$ cat src/rtl/servo_pkg.sv
// Shared helpers for the servo PWM bank: width math and tick derivation.
// SERVO_SLEW_EN selects rate-limited position updates instead of immediate jumps.
package servo_pkg;

  function automatic int unsigned clog2(input longint unsigned v);
    int unsigned r = 0;
    longint unsigned p = 1;
    while (p < v) begin
      p = p << 1;
      r = r + 1;
    end
    return r;
  endfunction

  function automatic int unsigned frame_ticks(input longint unsigned clk_hz,
                                              input longint unsigned frame_hz);
    return 32'(clk_hz / frame_hz);
  endfunction

  function automatic int unsigned min_ticks(input longint unsigned clk_hz,
                                            input longint unsigned min_us);
    return 32'((clk_hz * min_us) / 64'd1_000_000);
  endfunction

  function automatic int unsigned step_ticks(input longint unsigned clk_hz,
                                             input longint unsigned min_us,
                                             input longint unsigned max_us,
                                             input int unsigned     duty_w);
    return 32'((((max_us - min_us) * clk_hz) / 64'd1_000_000) /
               ((64'd1 << duty_w) - 64'd1));
  endfunction

  // Largest per-frame code change; full scale means "jump straight to target".
  function automatic int unsigned slew_limit(input int unsigned slew_step,
                                             input int unsigned duty_w,
                                             input bit          en);
    longint unsigned full;
    full = (64'd1 << duty_w) - 64'd1;
    if (!en || 64'(slew_step) > full) return 32'(full);
    return slew_step;
  endfunction

endpackage

$ cat src/rtl/servo_pwm_channel.sv
// One servo channel: target/active position registers, per-frame update and
// the registered pulse comparator. SERVO_SLEW_EN enables rate-limited updates.
module servo_pwm_channel
  import servo_pkg::*;
#(
  parameter int unsigned DUTY_W     = 8,
  parameter int unsigned TICKS_W    = 10,
  parameter int unsigned MIN_TICKS  = 100,
  parameter int unsigned STEP_TICKS = 1,
  parameter int unsigned RESET_DUTY = 128,
  parameter int unsigned SLEW_STEP  = 4
) (
  input  logic               clock,
  input  logic               reset,
  input  logic               boundary,
  input  logic               wr_en,
  input  logic [DUTY_W-1:0]  wr_data,
  input  logic [TICKS_W-1:0] cnt,
  output logic               pwm_out
);

  typedef logic [DUTY_W-1:0] duty_t;

`ifdef SERVO_SLEW_EN
  localparam bit SLEW_EN = 1'b1;
`else
  localparam bit SLEW_EN = 1'b0;
`endif

  localparam int unsigned PROD_W = DUTY_W + 32;
  localparam duty_t       MAX_STEP = duty_t'(slew_limit(SLEW_STEP, DUTY_W, SLEW_EN));

  duty_t              target;
  duty_t              active;
  duty_t              active_nxt;
  duty_t              diff;
  duty_t              step;
  logic [PROD_W-1:0]  width;

  // Move active toward target, never overshooting.
  always_comb begin
    diff       = (target >= active) ? (target - active) : (active - target);
    step       = (diff > MAX_STEP) ? MAX_STEP : diff;
    active_nxt = (target >= active) ? (active + step) : (active - step);
  end

  assign width = PROD_W'(MIN_TICKS) + PROD_W'(active) * PROD_W'(STEP_TICKS);

  always_ff @(posedge clock or negedge reset) begin
    if (!reset) begin
      target  <= duty_t'(RESET_DUTY);
      active  <= duty_t'(RESET_DUTY);
      pwm_out <= 1'b0;
    end else begin
      if (wr_en)    target <= wr_data;
      if (boundary) active <= active_nxt;
      pwm_out <= (PROD_W'(cnt) < width);
    end
  end

endmodule

$ cat src/rtl/servo_pwm_bank.sv
// Multi-channel servo PWM generator: shared frame counter, load edge detect and
// address decode feeding one servo_pwm_channel per output (SERVO_SLEW_EN optional).
module servo_pwm_bank
  import servo_pkg::*;
#(
  parameter int unsigned CHANNELS   = 4,
  parameter int unsigned DUTY_W     = 8,
  parameter int unsigned CLK_HZ     = 50_000_000,
  parameter int unsigned FRAME_HZ   = 50,
  parameter int unsigned MIN_US     = 1000,
  parameter int unsigned MAX_US     = 2000,
  parameter int unsigned RESET_DUTY = 128,
  parameter int unsigned SLEW_STEP  = 4,
  localparam int unsigned AW = (clog2(64'(CHANNELS)) > 0) ? clog2(64'(CHANNELS)) : 1
) (
  input  logic                clock,
  input  logic                reset,
  input  logic                load,
  input  logic [AW-1:0]       servo_address,
  input  logic [DUTY_W-1:0]   switch_duty_cycle,
  output logic [CHANNELS-1:0] servo_pwm_out,
  output logic                frame_start
);

  localparam int unsigned FRAME_TICKS = frame_ticks(64'(CLK_HZ), 64'(FRAME_HZ));
  localparam int unsigned MIN_TICKS   = min_ticks(64'(CLK_HZ), 64'(MIN_US));
  localparam int unsigned STEP_TICKS  = step_ticks(64'(CLK_HZ), 64'(MIN_US), 64'(MAX_US), DUTY_W);
  localparam int unsigned TICKS_W     = (clog2(64'(FRAME_TICKS)) > 0) ? clog2(64'(FRAME_TICKS)) : 1;

  logic [TICKS_W-1:0] cnt;
  logic               load_q;
  logic               wr_fire;
  logic               boundary;

  assign wr_fire  = load & ~load_q;
  assign boundary = (cnt == TICKS_W'(FRAME_TICKS - 1));

  always_ff @(posedge clock or negedge reset) begin
    if (!reset) begin
      cnt         <= '0;
      load_q      <= 1'b0;
      frame_start <= 1'b0;
    end else begin
      cnt         <= boundary ? '0 : cnt + TICKS_W'(1);
      load_q      <= load;
      frame_start <= (cnt == '0);
    end
  end

  // Address decode: out-of-range addresses match no channel and are dropped.
  for (genvar i = 0; i < int'(CHANNELS); i++) begin : g_ch
    servo_pwm_channel #(
      .DUTY_W     (DUTY_W),
      .TICKS_W    (TICKS_W),
      .MIN_TICKS  (MIN_TICKS),
      .STEP_TICKS (STEP_TICKS),
      .RESET_DUTY (RESET_DUTY),
      .SLEW_STEP  (SLEW_STEP)
    ) u_ch (
      .clock    (clock),
      .reset    (reset),
      .boundary (boundary),
      .wr_en    (wr_fire && (servo_address == AW'(i))),
      .wr_data  (switch_duty_cycle),
      .cnt      (cnt),
      .pwm_out  (servo_pwm_out[i])
    );
  end

endmodule

$ cat config.mk
export PLATFORM = sky130hd
export DESIGN_NAME = servo_pwm_bank
export DESIGN_NICKNAME = d
export VERILOG_FILES = /design/src/rtl/servo_pkg.sv /design/src/rtl/servo_pwm_channel.sv /design/src/rtl/servo_pwm_bank.sv
export SDC_FILE = /design/constraint.sdc
export NUM_CORES = 1
export LEC_CHECK = 0
export ABC_CLOCK_PERIOD_IN_PS = 8400
export CORE_ASPECT_RATIO = 0.75
export CORE_MARGIN = 2
export CORE_UTILIZATION = 53
export DETAILED_ROUTE_END_ITERATION = 7
export PLACE_DENSITY_LB_ADDON = 0.1
export SLEW_MARGIN = 20
export SYNTH_ARGS = -nofsm -noshare
export SYNTH_HDL_FRONTEND = slang
export SYNTH_SLANG_ARGS = --single-unit
$ cat constraint.sdc
create_clock -name clock -period 8.4 [get_ports clock]
set_clock_uncertainty 0.1 [all_clocks]
set_input_delay 1.68 -clock clock [delete_from_list [all_inputs] [get_ports clock]]
set_output_delay 1.68 -clock clock [all_outputs]
set_load 0.02 [all_outputs]
==> results.tsv, run 1 <==
metric	value	unit
routability cong.	0.864	
startpoint of the most critical register-to-register path	g_ch[0].u_ch.active[1]$_DFFE_PN0N_	
PwrDens	146	mW/mm2
fraction of the mapped netlist area in adder cells	30.7	%
ratio of cells with drive above 1 in the final layout	4.36	%
dominant combinational cell family by area after synthesis	adder cells	
startpoint types	flop	
fraction of registers with async set/reset	100	%
DR DRC count	0	
highest clock frequency the design can meet	193	MHz
Longest Clk Path Bufs	2	
Reg power frac	26.2	%
Tightest Pin Transition	0.995	ns
CTS tree	yes	
Root Driver	sky130_fd_sc_hd__clkbuf_16	
die height	136	um
number of setup buffers added after CTS	0	
count of flip-flops with a built-in enable after synthesis	0	
Worst Setup End Kind	flop	
flip-flop cell with the highest count after synthesis	sky130_fd_sc_hd__dfrtp_1	
maximum vdd drop	91.8	uV
first-pass GRT wire length	46500	um
Layout Nets	1670	
library cell with the largest summed area after synthesis	sky130_fd_sc_hd__ha_1	
mean cell area of the mapped netlist	8.91	um2
final setup vio count	0	
Net Sw Frac	39.7	%
Setup Total Neg Slack	0	ns
ANT cells	0	
highest net fanout along the worst path	15	
MaxCap Viol Count	0	
final number of hold-violating endpoints	0	
post-CTS sizing	0	
count of routing violations after the opening detailed-route iteration	542	
Core Box Area	0.0228	mm2
vias post-DR	9359	
area fraction of the dominant cell type after synthesis	26.8	%
number of vias per cell	5.58	
commonest non-fill, non-tap cells in the layout	sky130_fd_sc_hd__ha_1 (262), sky130_fd_sc_hd__inv_1 (128), sky130_fd_sc_hd__xnor2_1 (116)	
vias in the first global route	9008	
share of cell area taken by muxes after synthesis	3.36	%
CTS H-tree lvls	3	
sequential cell area	0.00226	mm2
kind of critical path	flop to flop	
summed instance area of the synthesized netlist	0.0122	mm2
design internal power	0.00114	W
global route total overflow	0	
first drt pass iteration count	5	
area of the multi-input gates	0.00929	mm2
Cell variety after synth	61	
effective utilization at floorplan	53.7	%
total of hold buffers inserted after clock tree synthesis	0	
reg-to-reg critical path endpoint	g_ch[0].u_ch.active[7]$_DFFE_PN1N_	
ratio of final minimum period to clock period	61.6	%
fin crit period	5.18	ns
top area cells in the synthesized netlist	sky130_fd_sc_hd__ha_1 (27%), sky130_fd_sc_hd__dfrtp_1 (17%), sky130_fd_sc_hd__xnor2_1 (8.3%)	
RSZ-0062 raised after global routing	false	
worst hold margin	0.416	ns
most common library cell in the layout ignoring fill and taps	sky130_fd_sc_hd__ha_1	
share of power burned in the clock network	23.0	%
number of cells on the worst reg-to-reg path	20	
maximum number of pins on one net before global-route repair	61	
launching instance or port of the critical path	g_ch[0].u_ch.active[1]$_DFFE_PN0N_	
I/O pin count	18	
number of storage elements in the synthesis netlist	90	
combinational fraction of design power	50.8	%
crit path DAT	5.36	ns
number of antenna violations at the first check in global routing	0	
standard-cell row count	48	
timing endpoint of the critical path	g_ch[0].u_ch.active[7]$_DFFE_PN1N_	
Compound-Gate Fraction of Synth Area	16.6	%
class of the most critical hold timing path	flop to flop	
total number of clock tree sinks	90	
Die Wd	180	um
Worst-Skew Late Latency	0.36	ns
status	finished, final reports clean	
max-slew violations	0	
Syn Inst Count	1375	
ANT nets after route	0	
total CTS buffers	9	
Rel. slew slack	33.4	%
Total Wirelength	27900	um
GRT Overall Usage	23.7	%
area growth from synthesis to layout	5.60	%
input/output buffers	17	
clock-pin slew on the worst setup and hold paths	0.07	ns
net count after synthesis	1674	
net switching component of the power	0.000748	W
data required time at the worst endpoint	8.58	ns
reg2reg setup slack	3.22	ns
die outline area	0.0243	mm2
static leakage	6.66	nW
sequential share of the synthesized area	18.5	%
simple-gate share of the synthesized area	11.8	%
warning count from the yosys run	0	
Layout fillers	2076	
routed length per placed instance	16.7	um
post-synthesis share of cell area spent on xor and xnor gates	13.3	%
post-DP HPWL	22300	um
## layout make-up
type / instances / share of cell area, %
Multi-Input combinational cell: 1119 / 71.8
Sequential cell: 90 / 17.5
Inverter: 129 / 3.74
Tap cell: 300 / 2.90
Clock buffer: 11 / 1.95
Timing Repair Buffer: 22 / 1.59
Clock inverter: 5 / 0.474
## cell usage after synthesis (4+ instances only)
cell type and n:
sky130_fd_sc_hd__a21boi_0 8, sky130_fd_sc_hd__a211oi_1 7, sky130_fd_sc_hd__ha_1 262, sky130_fd_sc_hd__mux2i_1 22, sky130_fd_sc_hd__inv_1 128, sky130_fd_sc_hd__o21a_1 5
sky130_fd_sc_hd__nor4_1 4, sky130_fd_sc_hd__dfrtp_1 82, sky130_fd_sc_hd__o21bai_1 19, sky130_fd_sc_hd__a21o_1 56, sky130_fd_sc_hd__xnor2_1 116, sky130_fd_sc_hd__nand2_1 77
sky130_fd_sc_hd__buf_2 9, sky130_fd_sc_hd__o21ai_0 85, sky130_fd_sc_hd__o211ai_1 9, sky130_fd_sc_hd__fa_1 24, sky130_fd_sc_hd__o311ai_0 4, sky130_fd_sc_hd__a41oi_1 6
sky130_fd_sc_hd__nand3b_1 10, sky130_fd_sc_hd__nand2b_1 14, sky130_fd_sc_hd__a21oi_1 96, sky130_fd_sc_hd__xor2_1 70, sky130_fd_sc_hd__nor3b_1 9, sky130_fd_sc_hd__or2_2 7
sky130_fd_sc_hd__nor3_1 12, sky130_fd_sc_hd__or3_1 6, sky130_fd_sc_hd__and2_1 4, sky130_fd_sc_hd__and3_1 11, sky130_fd_sc_hd__dfstp_2 8, sky130_fd_sc_hd__clkbuf_1 14
sky130_fd_sc_hd__nor2_1 58, sky130_fd_sc_hd__buf_6 5, sky130_fd_sc_hd__mux2_2 15, sky130_fd_sc_hd__nor2b_1 21, sky130_fd_sc_hd__buf_4 8, sky130_fd_sc_hd__or4_1 4
sky130_fd_sc_hd__nand3_1 28, sky130_fd_sc_hd__nand4_1 15
## flip-flops by register name (all words and copies together), names as in the netlist
| signal | count |
|---|---|
| load_q | 1 |
| frame_start | 1 |
| g_ch.u_ch.pwm_out | 4 |
| g_ch.u_ch.active | 32 |
| cnt | 20 |
| g_ch.u_ch.target | 32 |
## power groups by stage
stage	combinational [W]	clock, W	sequential [W]
6_report	0.000957	0.000434	0.000494
5_1_grt	0.00107	0.000461	0.000498
4_1_cts	0.000952	0.000447	0.000494
3_5_place_dp	0.000945	0	0.000502
3_3_place_gp	0.000934	0	0.000500
2_1_floorplan	0.000790	0	0.000494
## how the worst min path moves through the flow
| stage | from | to | slack [ns] | cells after the start |
|---|---|---|---|---|
| final | cnt[0]$_DFF_PN0_ | cnt[0]$_DFF_PN0_ | 0.42 | 1 |
| after global routing | g_ch[3].u_ch.target[4]$_DFFE_PN0P_ | g_ch[3].u_ch.target[4]$_DFFE_PN0P_ | 0.46 | 1 |
| after CTS | cnt[0]$_DFF_PN0_ | cnt[0]$_DFF_PN0_ | 0.41 | 1 |
| after detailed placement | cnt[0]$_DFF_PN0_ | cnt[0]$_DFF_PN0_ | 0.41 | 1 |
| after global placement | cnt[0]$_DFF_PN0_ | cnt[0]$_DFF_PN0_ | 0.41 | 1 |
| after floorplan | cnt[0]$_DFF_PN0_ | cnt[0]$_DFF_PN0_ | 0.37 | 1 |
## through the flow
step / std cells / power [W] / instance area, um2 / worst slack [ns] / utilization (%)
after detailed placement: 1660 / 0.00145 / 12600 / 3.27 / 55.3
after global placement: 1660 / 0.00143 / 12600 / 3.44 / 55.3
after global routing: 1676 / 0.00203 / 12900 / 2.75 / 56.7
after CTS: 1676 / 0.00189 / 12900 / 3.25 / 56.7
after floorplan: 1375 / 0.00128 / 12200 / 3.71 / -
final: 1676 / 0.00188 / 12900 / 3.22 / 56.7
## worst max-delay path: stages, from the launching register on
cell,delay [ns]
sky130_fd_sc_hd__dfrtp_1,0.54
sky130_fd_sc_hd__inv_1,0.17
sky130_fd_sc_hd__fa_1,0.51
sky130_fd_sc_hd__a21o_1,0.23
sky130_fd_sc_hd__a211oi_1,0.25
sky130_fd_sc_hd__o221a_1,0.66
sky130_fd_sc_hd__mux2i_1,0.32
sky130_fd_sc_hd__xnor2_1,0.20
sky130_fd_sc_hd__nand3_1,0.13
sky130_fd_sc_hd__xor2_1,0.18
sky130_fd_sc_hd__a21oi_1,0.18
sky130_fd_sc_hd__xor2_1,0.18
sky130_fd_sc_hd__ha_1,0.28
sky130_fd_sc_hd__or2_2,0.29
sky130_fd_sc_hd__a21oi_1,0.14
sky130_fd_sc_hd__a21oi_1,0.06
sky130_fd_sc_hd__xnor2_1,0.18
sky130_fd_sc_hd__xnor2_1,0.15
sky130_fd_sc_hd__xnor2_1,0.13
sky130_fd_sc_hd__nor2_1,0.07
sky130_fd_sc_hd__xnor2_1,0.15
## kinds of logic (layout without fill, tap and decap cells)
logic type	Yosys count	count (layout)
adder cells (fa/ha/maj)	286	286
multiplexers	38	38
flip-flops	90	90
buffers and inverters	166	167
XOR/XNOR	186	186
AND/OR/NAND/NOR	286	286
AO/OA/AOI/OAI	323	323
## layer usage
| metal | vias to the layer above | share of wire [%] | track usage [%] |
|---|---|---|---|
| met5 | - | 0 | 0 |
| met4 | 0 | 0.68 | 3.66 |
| met3 | 13 | 3.6 | 3.01 |
| met2 | 131 | 42 | 36.4 |
| met1 | 4414 | 53 | 36.1 |
| li1 | 4801 | - | - |
No activity file was read; power rests on OpenSTA's default activity.
==> run 2, diff against run 1 <==
--- a/config.mk
+++ b/config.mk
@@ -5,7 +5,7 @@
 export SDC_FILE = /design/constraint.sdc
 export NUM_CORES = 1
 export LEC_CHECK = 0
-export ABC_CLOCK_PERIOD_IN_PS = 8400
+export ABC_CLOCK_PERIOD_IN_PS = 4850
 export CORE_ASPECT_RATIO = 0.75
 export CORE_MARGIN = 2
 export CORE_UTILIZATION = 53
==> constraint.sdc (replaced) <==
create_clock -name clock -period 4.85 [get_ports clock]
set_clock_uncertainty 0.1 [all_clocks]
set_input_delay 0.97 -clock clock [delete_from_list [all_inputs] [get_ports clock]]
set_output_delay 0.97 -clock clock [all_outputs]
set_load 0.02 [all_outputs]
==> results.tsv, run 2 (same netlist as run 1, synthesis figures left out) <==
metric	value	unit
Core Box Area	0.0228	mm2
Root Driver	sky130_fd_sc_hd__clkbuf_16	
count of routing violations after the opening detailed-route iteration	538	
GRT Overall Usage	24.0	%
final standard cell utilization of the core	58.6	%
final setup vio count	0	
maximum number of pins on one net before global-route repair	61	
Tightest Pin Transition	1.04	ns
ANT nets after route	0	
data required time at the worst endpoint	5.03	ns
standard cell area after detailed placement	0.0129	mm2
first-pass GRT wire length	46900	um
Longest Clk Path Bufs	2	
sequential cell area	0.00227	mm2
Rel. slew slack	30.1	%
DR DRC count	0	
effective utilization at floorplan	53.7	%
number of antenna violations at the first check in global routing	0	
series of cell instances along the critical path	buf_4, inv_1, ha_1, and4_1, a211oi_2, o221a_1, buf_12, or3_1, a21boi_1, nand3_1, xor2_1, a21oi_1, xor2_1, ha_1, or2_2, a21oi_2, a21oi_1, xnor2_1, xnor2_1, xnor2_1, nor2_1, xnor2_1	
Setup Total Neg Slack	0	ns
ANT cells	0	
kind of critical path	flop to flop	
registers with the highest flip-flop counts	g_ch.u_ch.active x32, g_ch.u_ch.target x32, cnt x20	
number of vias per cell	5.50	
input/output buffers	17	
Total Wirelength	28500	um
sum of buffers and inverters on the critical path	3	
total CTS buffers	9	
cell family with most CP delay	simple AND/OR/NAND/NOR gates	
CTS H-tree lvls	3	
worst hold margin	0.402	ns
area of the multi-input gates	0.00938	mm2
Die Wd	180	um
ratio of final minimum period to clock period	94.5	%
vias post-DR	9458	
die outline area	0.0243	mm2
Layout fillers	2063	
final non-filler cell area	0.0134	mm2
startpoint types	flop	
Worst-Skew Late Latency	0.36	ns
vias in the first global route	9173	
first drt pass iteration count	4	
routed length per placed instance	16.6	um
Worst Setup End Kind	flop	
highest clock frequency the design can meet	218	MHz
ratio of cells with drive above 1 in the final layout	8.66	%
Layout Nets	1715	
crit path DAT	4.76	ns
highest net fanout along the worst path	12	
commonest non-fill, non-tap cells in the layout	sky130_fd_sc_hd__ha_1 (259), sky130_fd_sc_hd__inv_1 (127), sky130_fd_sc_hd__xnor2_1 (114)	
PwrDens	256	mW/mm2
I/O pin count	18	
total of hold buffers inserted after clock tree synthesis	0	
maximum vdd drop	176	uV
most common library cell in the layout ignoring fill and taps	sky130_fd_sc_hd__ha_1	
most frequent CP cell	sky130_fd_sc_hd__xnor2_1	
class of the most critical hold timing path	flop to flop	
status	finished, final reports clean	
slowest stage delay, CP	0.40	ns
die height	136	um
global route total overflow	0	
fin crit period	4.58	ns
total number of clock tree sinks	90	
final number of hold-violating endpoints	0	
RSZ-0062 raised after global routing	true	
post-DP HPWL	22800	um
routability cong.	0.880	
MaxCap Viol Count	0	
max-slew violations	0	
CTS tree	yes	
area growth from synthesis to layout	9.25	%
CP max stage cell	sky130_fd_sc_hd__dfrtp_1	
static leakage	6.91	nW
standard-cell row count	48	
clock-pin slew on the worst setup and hold paths	0.07	ns
==> run 2: changes by cell type in the layout (fill, tap and decap cells not counted), moves of 3 or more <==
cell	before	now
sky130_fd_sc_hd__buf_4	6	50
sky130_fd_sc_hd__a21boi_0	8	4
sky130_fd_sc_hd__a21boi_1	1	5
sky130_fd_sc_hd__dfrtp_1	82	78
sky130_fd_sc_hd__dfrtp_2	0	4
sky130_fd_sc_hd__clkinvlp_4	3	0
sky130_fd_sc_hd__fa_1	24	21
sky130_fd_sc_hd__fa_2	0	3
sky130_fd_sc_hd__ha_1	262	259
==> run 2: layout make-up <==
cell class | instances | share of cell area (%)
clock buffers | 11 | 1.74
clock inverters | 5 | 0.589
inverters | 129 | 3.62
multi-input cells | 1119 | 70.1
flip-flops and latches | 90 | 16.9
well taps | 300 | 2.81
repair buffers | 67 | 4.15
==> run 2: path summary, 6_finish.rpt <==
kind | start | end | slack (ns) | cells past startpoint
max | g_ch[0].u_ch.active[0]$_DFFE_PN0N_ | g_ch[0].u_ch.active[7]$_DFFE_PN1N_ | 0.27 | 22
min | cnt[0]$_DFF_PN0_ | cnt[0]$_DFF_PN0_ | 0.40 | 1
max reg2reg | g_ch[0].u_ch.active[0]$_DFFE_PN0N_ | g_ch[0].u_ch.active[7]$_DFFE_PN1N_ | 0.27 | 22
min reg2reg | cnt[0]$_DFF_PN0_ | cnt[0]$_DFF_PN0_ | 0.40 | 1
max in group asynchronous | reset | g_ch[0].u_ch.active[7]$_DFFE_PN1N_ | 3.06 | 2
min in group asynchronous | reset | g_ch[2].u_ch.active[5]$_DFFE_PN0N_ | 0.59 | 1
==> run 2: power breakdown <==
group,leakage (nW),switching (W),total [W],internal [W]
Combinational,5.63,0.000971,0.00180,0.000830
Sequential,1.13,0.0000404,0.000854,0.000813
Clock,0.153,0.000315,0.000766,0.000451
==> run 2: what timing repair did <==
| action | in CTS | in global routing |
|---|---|---|
| buffers inserted | 0 | 8 |
| resized for setup | 0 | 28 |
| setup endpoints to repair | 0 | 7 |
==> run 2: through the flow <==
| step | std cells | setup slack, ns | power, W |
|---|---|---|---|
| 2_1_floorplan | 1375 | 0.158 | 0.00222 |
| 5_1_grt | 1721 | -0.130 | 0.00368 |
| 6_report | 1721 | 0.266 | 0.00342 |
| 3_5_place_dp | 1697 | 0.0585 | 0.00256 |
| 4_1_cts | 1713 | 0.0592 | 0.00335 |
| 3_3_place_gp | 1697 | 0.219 | 0.00254 |
==> run 2: layer usage <==
layer  wire length [um]  global-route usage, %
met1              15400                   35.9
met2              12000                   36.9
met3                922                   3.58
met4                229                   4.11
met5                  0                      0
==> run 3, diff against run 2 <==
--- a/config.mk
+++ b/config.mk
@@ -5,6 +5,7 @@
 export SDC_FILE = /design/constraint.sdc
 export NUM_CORES = 1
 export LEC_CHECK = 0
+export ABC_AREA = 0
 export ABC_CLOCK_PERIOD_IN_PS = 4850
 export CORE_ASPECT_RATIO = 0.75
 export CORE_MARGIN = 2
==> results of run 3 <==
Final layout, timing and power as in run 2 (identical DEF).
